--- src/rtl/nms_window_scheduler.sv ---
// Raster-order 3x3 window builder for the NMS corner checker: two line buffers,
// border masking, 2-cycle coordinate tagging and a small corner-coordinate FIFO.
module nms_window_scheduler #(
  parameter int IMG_W      = 64,
  parameter int IMG_H      = 48,
  parameter int DATA_W     = 32,
  parameter int COORD_W    = 16,
  parameter int FIFO_DEPTH = 8
) (
  input  logic                  clk,
  input  logic                  reset,
  input  logic                  s_valid,
  output logic                  s_ready,
  input  logic [DATA_W-1:0]     s_data,
  output logic                  win_valid,
  output logic [9*DATA_W-1:0]   win_data,
  input  logic                  is_corner,
  output logic                  m_valid,
  input  logic                  m_ready,
  output logic [COORD_W-1:0]    m_x,
  output logic [COORD_W-1:0]    m_y,
  output logic                  frame_done
);
  localparam int CW = $clog2(IMG_W);
  localparam int RW = $clog2(IMG_H);
  localparam int AW = $clog2(FIFO_DEPTH);

  typedef enum logic [1:0] {RUN, FLUSH, DONE} state_e;

  state_e                          state_q, state_d;
  logic [CW-1:0]                   col_q;
  logic [RW-1:0]                   row_q;
  logic [DATA_W-1:0]               lb0_q [IMG_W];
  logic [DATA_W-1:0]               lb1_q [IMG_W];
  logic [2:0][2:0][DATA_W-1:0]     win_q;       // [column][row], column 2 newest
  logic [1:0]                      vld_pipe_q;  // [0] window out, [1] checker result due
  logic [1:0][COORD_W-1:0]         cx_pipe_q, cy_pipe_q;
  logic [2*COORD_W-1:0]            fifo_q [FIFO_DEPTH];
  logic [AW-1:0]                   rd_ptr_q, wr_ptr_q;
  logic [AW:0]                     count_q;

  logic accept, issue, last_col, last_px, push, pop;
  logic [COORD_W-1:0] cx_now, cy_now;

  // Two slots of headroom cover the results still in the window/checker pipe.
  assign s_ready  = !reset && (state_q == RUN) && (count_q <= (AW+1)'(FIFO_DEPTH-3));
  assign accept   = s_valid && s_ready;
  assign last_col = (col_q == CW'(IMG_W-1));
  assign last_px  = last_col && (row_q == RW'(IMG_H-1));
  assign issue    = accept && (col_q >= CW'(2)) && (row_q >= RW'(2));
  assign cx_now   = COORD_W'(col_q) - COORD_W'(1);
  assign cy_now   = COORD_W'(row_q) - COORD_W'(1);

  assign win_valid = vld_pipe_q[0];
  assign push      = vld_pipe_q[1] && is_corner;
  assign m_valid   = (count_q != '0);
  assign pop       = m_valid && m_ready;
  assign {m_y, m_x} = fifo_q[rd_ptr_q];

  for (genvar r = 0; r < 3; r++) begin : g_row
    for (genvar c = 0; c < 3; c++) begin : g_col
      assign win_data[(3*r+c)*DATA_W +: DATA_W] = win_q[c][r];
    end
  end

  // Storage arrays carry no reset; stale contents are masked by row/col rules.
  always_ff @(posedge clk) begin
    if (accept) begin
      lb0_q[col_q] <= lb1_q[col_q];
      lb1_q[col_q] <= s_data;
    end
    if (push) fifo_q[wr_ptr_q] <= {cy_pipe_q[1], cx_pipe_q[1]};
  end

  always_ff @(posedge clk) begin
    if (reset) begin
      state_q    <= RUN;
      col_q      <= '0;
      row_q      <= '0;
      win_q      <= '0;
      vld_pipe_q <= '0;
      cx_pipe_q  <= '0;
      cy_pipe_q  <= '0;
      rd_ptr_q   <= '0;
      wr_ptr_q   <= '0;
      count_q    <= '0;
    end else begin
      state_q    <= state_d;
      vld_pipe_q <= {vld_pipe_q[0], issue};
      cx_pipe_q  <= {cx_pipe_q[0], cx_now};
      cy_pipe_q  <= {cy_pipe_q[0], cy_now};
      if (accept) begin
        win_q[0] <= win_q[1];
        win_q[1] <= win_q[2];
        win_q[2] <= {s_data, lb1_q[col_q], lb0_q[col_q]};
        if (last_col) begin
          col_q <= '0;
          row_q <= (row_q == RW'(IMG_H-1)) ? '0 : row_q + RW'(1);
        end else begin
          col_q <= col_q + CW'(1);
        end
      end
      if (push) wr_ptr_q <= wr_ptr_q + AW'(1);
      if (pop)  rd_ptr_q <= rd_ptr_q + AW'(1);
      case ({push, pop})
        2'b10:   count_q <= count_q + (AW+1)'(1);
        2'b01:   count_q <= count_q - (AW+1)'(1);
        default: ;
      endcase
    end
  end

  always_comb begin
    state_d    = state_q;
    frame_done = 1'b0;
    case (state_q)
      RUN:   if (accept && last_px) state_d = FLUSH;
      FLUSH: if ((vld_pipe_q == '0) && (count_q == '0)) state_d = DONE;
      DONE: begin
        frame_done = 1'b1;
        state_d    = RUN;
      end
      default: state_d = RUN;
    endcase
  end
endmodule

--- config.mk ---
export PLATFORM = sky130hd
export DESIGN_NAME = nms_window_scheduler
export DESIGN_NICKNAME = d
export VERILOG_FILES = /design/src/rtl/nms_window_scheduler.sv
export SDC_FILE = /design/constraint.sdc
export NUM_CORES = 2
export LEC_CHECK = 0
export BUFFER_PORTS_ARGS = -buffer_cell sky130_fd_sc_hd__buf_2
export CAP_MARGIN = 20
export CORE_ASPECT_RATIO = 1.2
export CORE_UTILIZATION = 40
export DETAILED_ROUTE_END_ITERATION = 12
export PLACE_DENSITY = 0.62
export SLEW_MARGIN = 20
export SYNTH_ARGS = -nofsm -noshare
export SYNTH_HDL_FRONTEND = slang
export SYNTH_MEMORY_MAX_BITS = 65536
export SYNTH_SLANG_ARGS = --single-unit
--- constraint.sdc ---
create_clock -name clk -period 4.8 [get_ports clk]
set_input_delay 0.24 -clock clk [delete_from_list [all_inputs] [get_ports clk]]
set_output_delay 0.24 -clock clk [all_outputs]
set_load 0.02 [all_outputs]
==> summary.md <==
| Metric | Value |
|---|---|
| Worst Max-Slew Pin Slew | 1.302 ns |
| CP required | 5.56 ns |
| Total global-route track usage | 0.2572 |
| Vias in the first global route | 96410 |
| Chip width | 602.1 µm |
| Layout Nets | 9730 |
| #FFs+latches synth | 4559 |
| Synthesized instance count | 9029 |
| # port buffers | 360 |
| Drt via density | 6.205 |
| Outcome | finished, final reports clean |
| Synth cell count leaders | 4208 x edfxtp_1, 615 x mux4_2, 573 x nand2_1, 500 x mux2i_1, 351 x dfxtp_1 |
| Pin count of the biggest net entering global routing | 158 |
| Synth warn | 0 |
| Worst-path maximum fanout | 87 |
| DR DRC count | 0 |
| Dpl cells | 14927 |
| CTS tree | done |
| Storage cell area | 133400 µm² |
| Die Y | 722.2 µm |
| Asr flop ratio synth | 0 |
| Tcrit/Tclk final | 0.8413 |
| Final Non-Filler Cells | 15793 |
| RSZ-0062 raised after global routing | false |
| Synth area leader | edfxtp_1 |
| Via count | 97991 |
| Drt total wl | 570.2 mm |
| Num CTS Buffers | 434 |
| Final GP Congestion | 0.8664 |
| Final antenna-violating net count | 0 |
| Core Box Area | 430400 µm² |
| Final Hold Violating Endpoints | 0 |
| CTS sink cnt | 4559 |
| Setup CP Type | register to register |
| Area grow syn2layout | 15.53% |
| Worst slew margin | 0.1291 |
| Worst skew pair latency | 1.05 ns |
| Final Max Tran Viols | 0 |
| CTS H-Tree Depth | 5 |
| Seq/Total Area, Yosys | 0.7715 |
| Unique masters post-synth | 79 |
| Synth area leaders | edfxtp_1 73%, mux4_2 8.0%, dfxtp_1 4.1% |
| Number of enable flip-flop cells after synthesis | 4208 |
| Fillers | 35450 |
| Crit end category | register |
| Max Cap Viol | 0 |
| Pwr per Cell Area | 413.3 nW/µm² |
| Syn_nets | 9077 |
| Initial antenna violation count | 50 |
| Final HPWL DP | 321.1 mm |
| # rows | 264 |
| Max Fclk | 247.6 MHz |
| Starting Density | 0.4017 |
| Pre-antenna DRT Iters | 8 |
| # setup viols final | 0 |
| Total global routing overflow | 0 |
| Peak VDD IR | 0.3304 mV |
| Clock-pin transition on the worst setup and hold timing paths | 0.06 ns |
| Die ar. | 434900 µm² |
| Ys flop type | edfxtp_1 |
| Avg WL per Cell | 36.11 µm |
| Initial DRC Count | 14547 |
| Avg Cell Area, Syn | 19.15 µm² |
| IO Count | 361 |
| CP arrival | 4.80 ns |
| Area of the multi-input gates | 37510 µm² |
| Mapped Area | 172900 µm² |
| Share of the synthesized area in the top cell type | 0.7309 |
| Most common cell in the netlist | edfxtp_1 |
| Total placed instance area | 185000 µm² |
| Startpoint types | register |
| Finished Cell Area | 199700 µm² |
| Minimum clock period | 4.038 ns |
| Leakage power | 61.86 nW |
| Root Driver | clkbuf_16 |
| Hold Path Class | primary input to register |
| Overall power | 82.54 mW |
| CTS max path bufs | 4 |
| Share of layout cells above drive strength 1 | 0.2338 |
| Final Skew | 0.07102 ns |
| First-pass GRT wire length | 779.5 mm |
==> cell usage in the layout, fill, tap and decap left out, types with 54 or more instances in the layout <==
cell type     n
a22o_1       99
clkbuf_16   438
nand2_1     571
o21ai_0      68
clkbuf_1    102
mux4_2      615
a21oi_1     336
a221oi_2     54
a221oi_1    182
nor2_1      193
nand3_1      81
buf_12      154
clkinv_1     74
a22oi_1     286
mux2_2      105
mux2i_1     500
clkinv_2     69
nor2_4       72
o22ai_1     128
edfxtp_1   4208
a221o_1      55
dfxtp_1     339
buf_4       281
buf_2       347
==> critical path: stages, from the launching register on <==
cell and delay [ns]:
dfxtp_4 0.81, buf_12 0.47, mux2i_1 0.18, a22oi_2 0.23, nand3_1 0.17, and4_1 0.36, a222oi_1 0.93, buf_12 0.31
==> state kept, by name, indices dropped and copies added (netlist names), named ones only <==
signal      cells
row_q           6
count_q         4
vld_pipe_q      2
rd_ptr_q        3
fifo_q        112
lb1_q        2048
wr_ptr_q        3
win_data      288
cx_pipe_q      14
lb0_q        2048
cy_pipe_q      14
state_q         2
col_q           6
==> per-layer routing <==
metal / vias to the layer above / GRT usage / part of all wire
met5: - / 0 / 0.00057
met4: 20 / 0.1355 / 0.062
met3: 1554 / 0.06002 / 0.11
met2: 6679 / 0.4180 / 0.47
met1: 51348 / 0.3210 / 0.35
li1: 38390 / - / -
==> cell families after synthesis <==
kind of cell,share of synthesized area
AO/OA/AOI/OAI,0.06368
multiplexers,0.1175
adder cells (fa/ha/maj),0.0007961
flip-flops,0.7715
AND/OR/NAND/NOR,0.02738
XOR/XNOR,0.001013
buffers and inverters,0.01812
==> stage by stage <==
stage | hold slack, ns | setup slack (ns) | utilization | setup TNS, ns
after floorplan | 0.3389 | -0.3690 | - | -485.82
after global placement | 0.4284 | 0.9575 | 0.4299 | 0
after detailed placement | 0.4284 | 0.9187 | 0.4299 | 0
after CTS | 0.001368 | 0.8845 | 0.4637 | 0
after global routing | 0.09691 | 0.6681 | 0.4640 | 0
final | 0.08320 | 0.7617 | 0.4641 | 0
==> repair_timing <==
action / in CTS / in global routing
gates resized for setup: 0 / 0
buffers inserted: 0 / 0
endpoints found under the hold margin: 1530 / 260
hold buffers: 32 / 4
setup endpoints to repair: 0 / 0
==> power breakdown <==
group          internal (mW)  switching, mW
Combinational           1.17           2.69
Clock                   19.4           15.1
Sequential              43.9          0.287
Total                   64.4           18.1
==> worst paths after layout <==
path                  from       endpoint  slack (ns)  depth (start not counted)
min reg2reg  win_data[247]  win_data[215]        0.43                          2
max               register   lb0_q[16][0]        0.76                          7
max reg2reg       register   lb0_q[16][0]        0.76                          7
min              is_corner    wr_ptr_q[1]        0.08                          4
==> layout make-up <==
class	instances	share of cell area
clock inverter	232	0.01211
timing repair buffer	821	0.03676
sequential	4559	0.6680
tap	5719	0.03582
antenna	23	0.0002882
inverter	9	0.0002192
multi-input combinational	3857	0.1878
clock buffer	573	0.05903
Note: power is estimated with default switching activity, not from simulation.
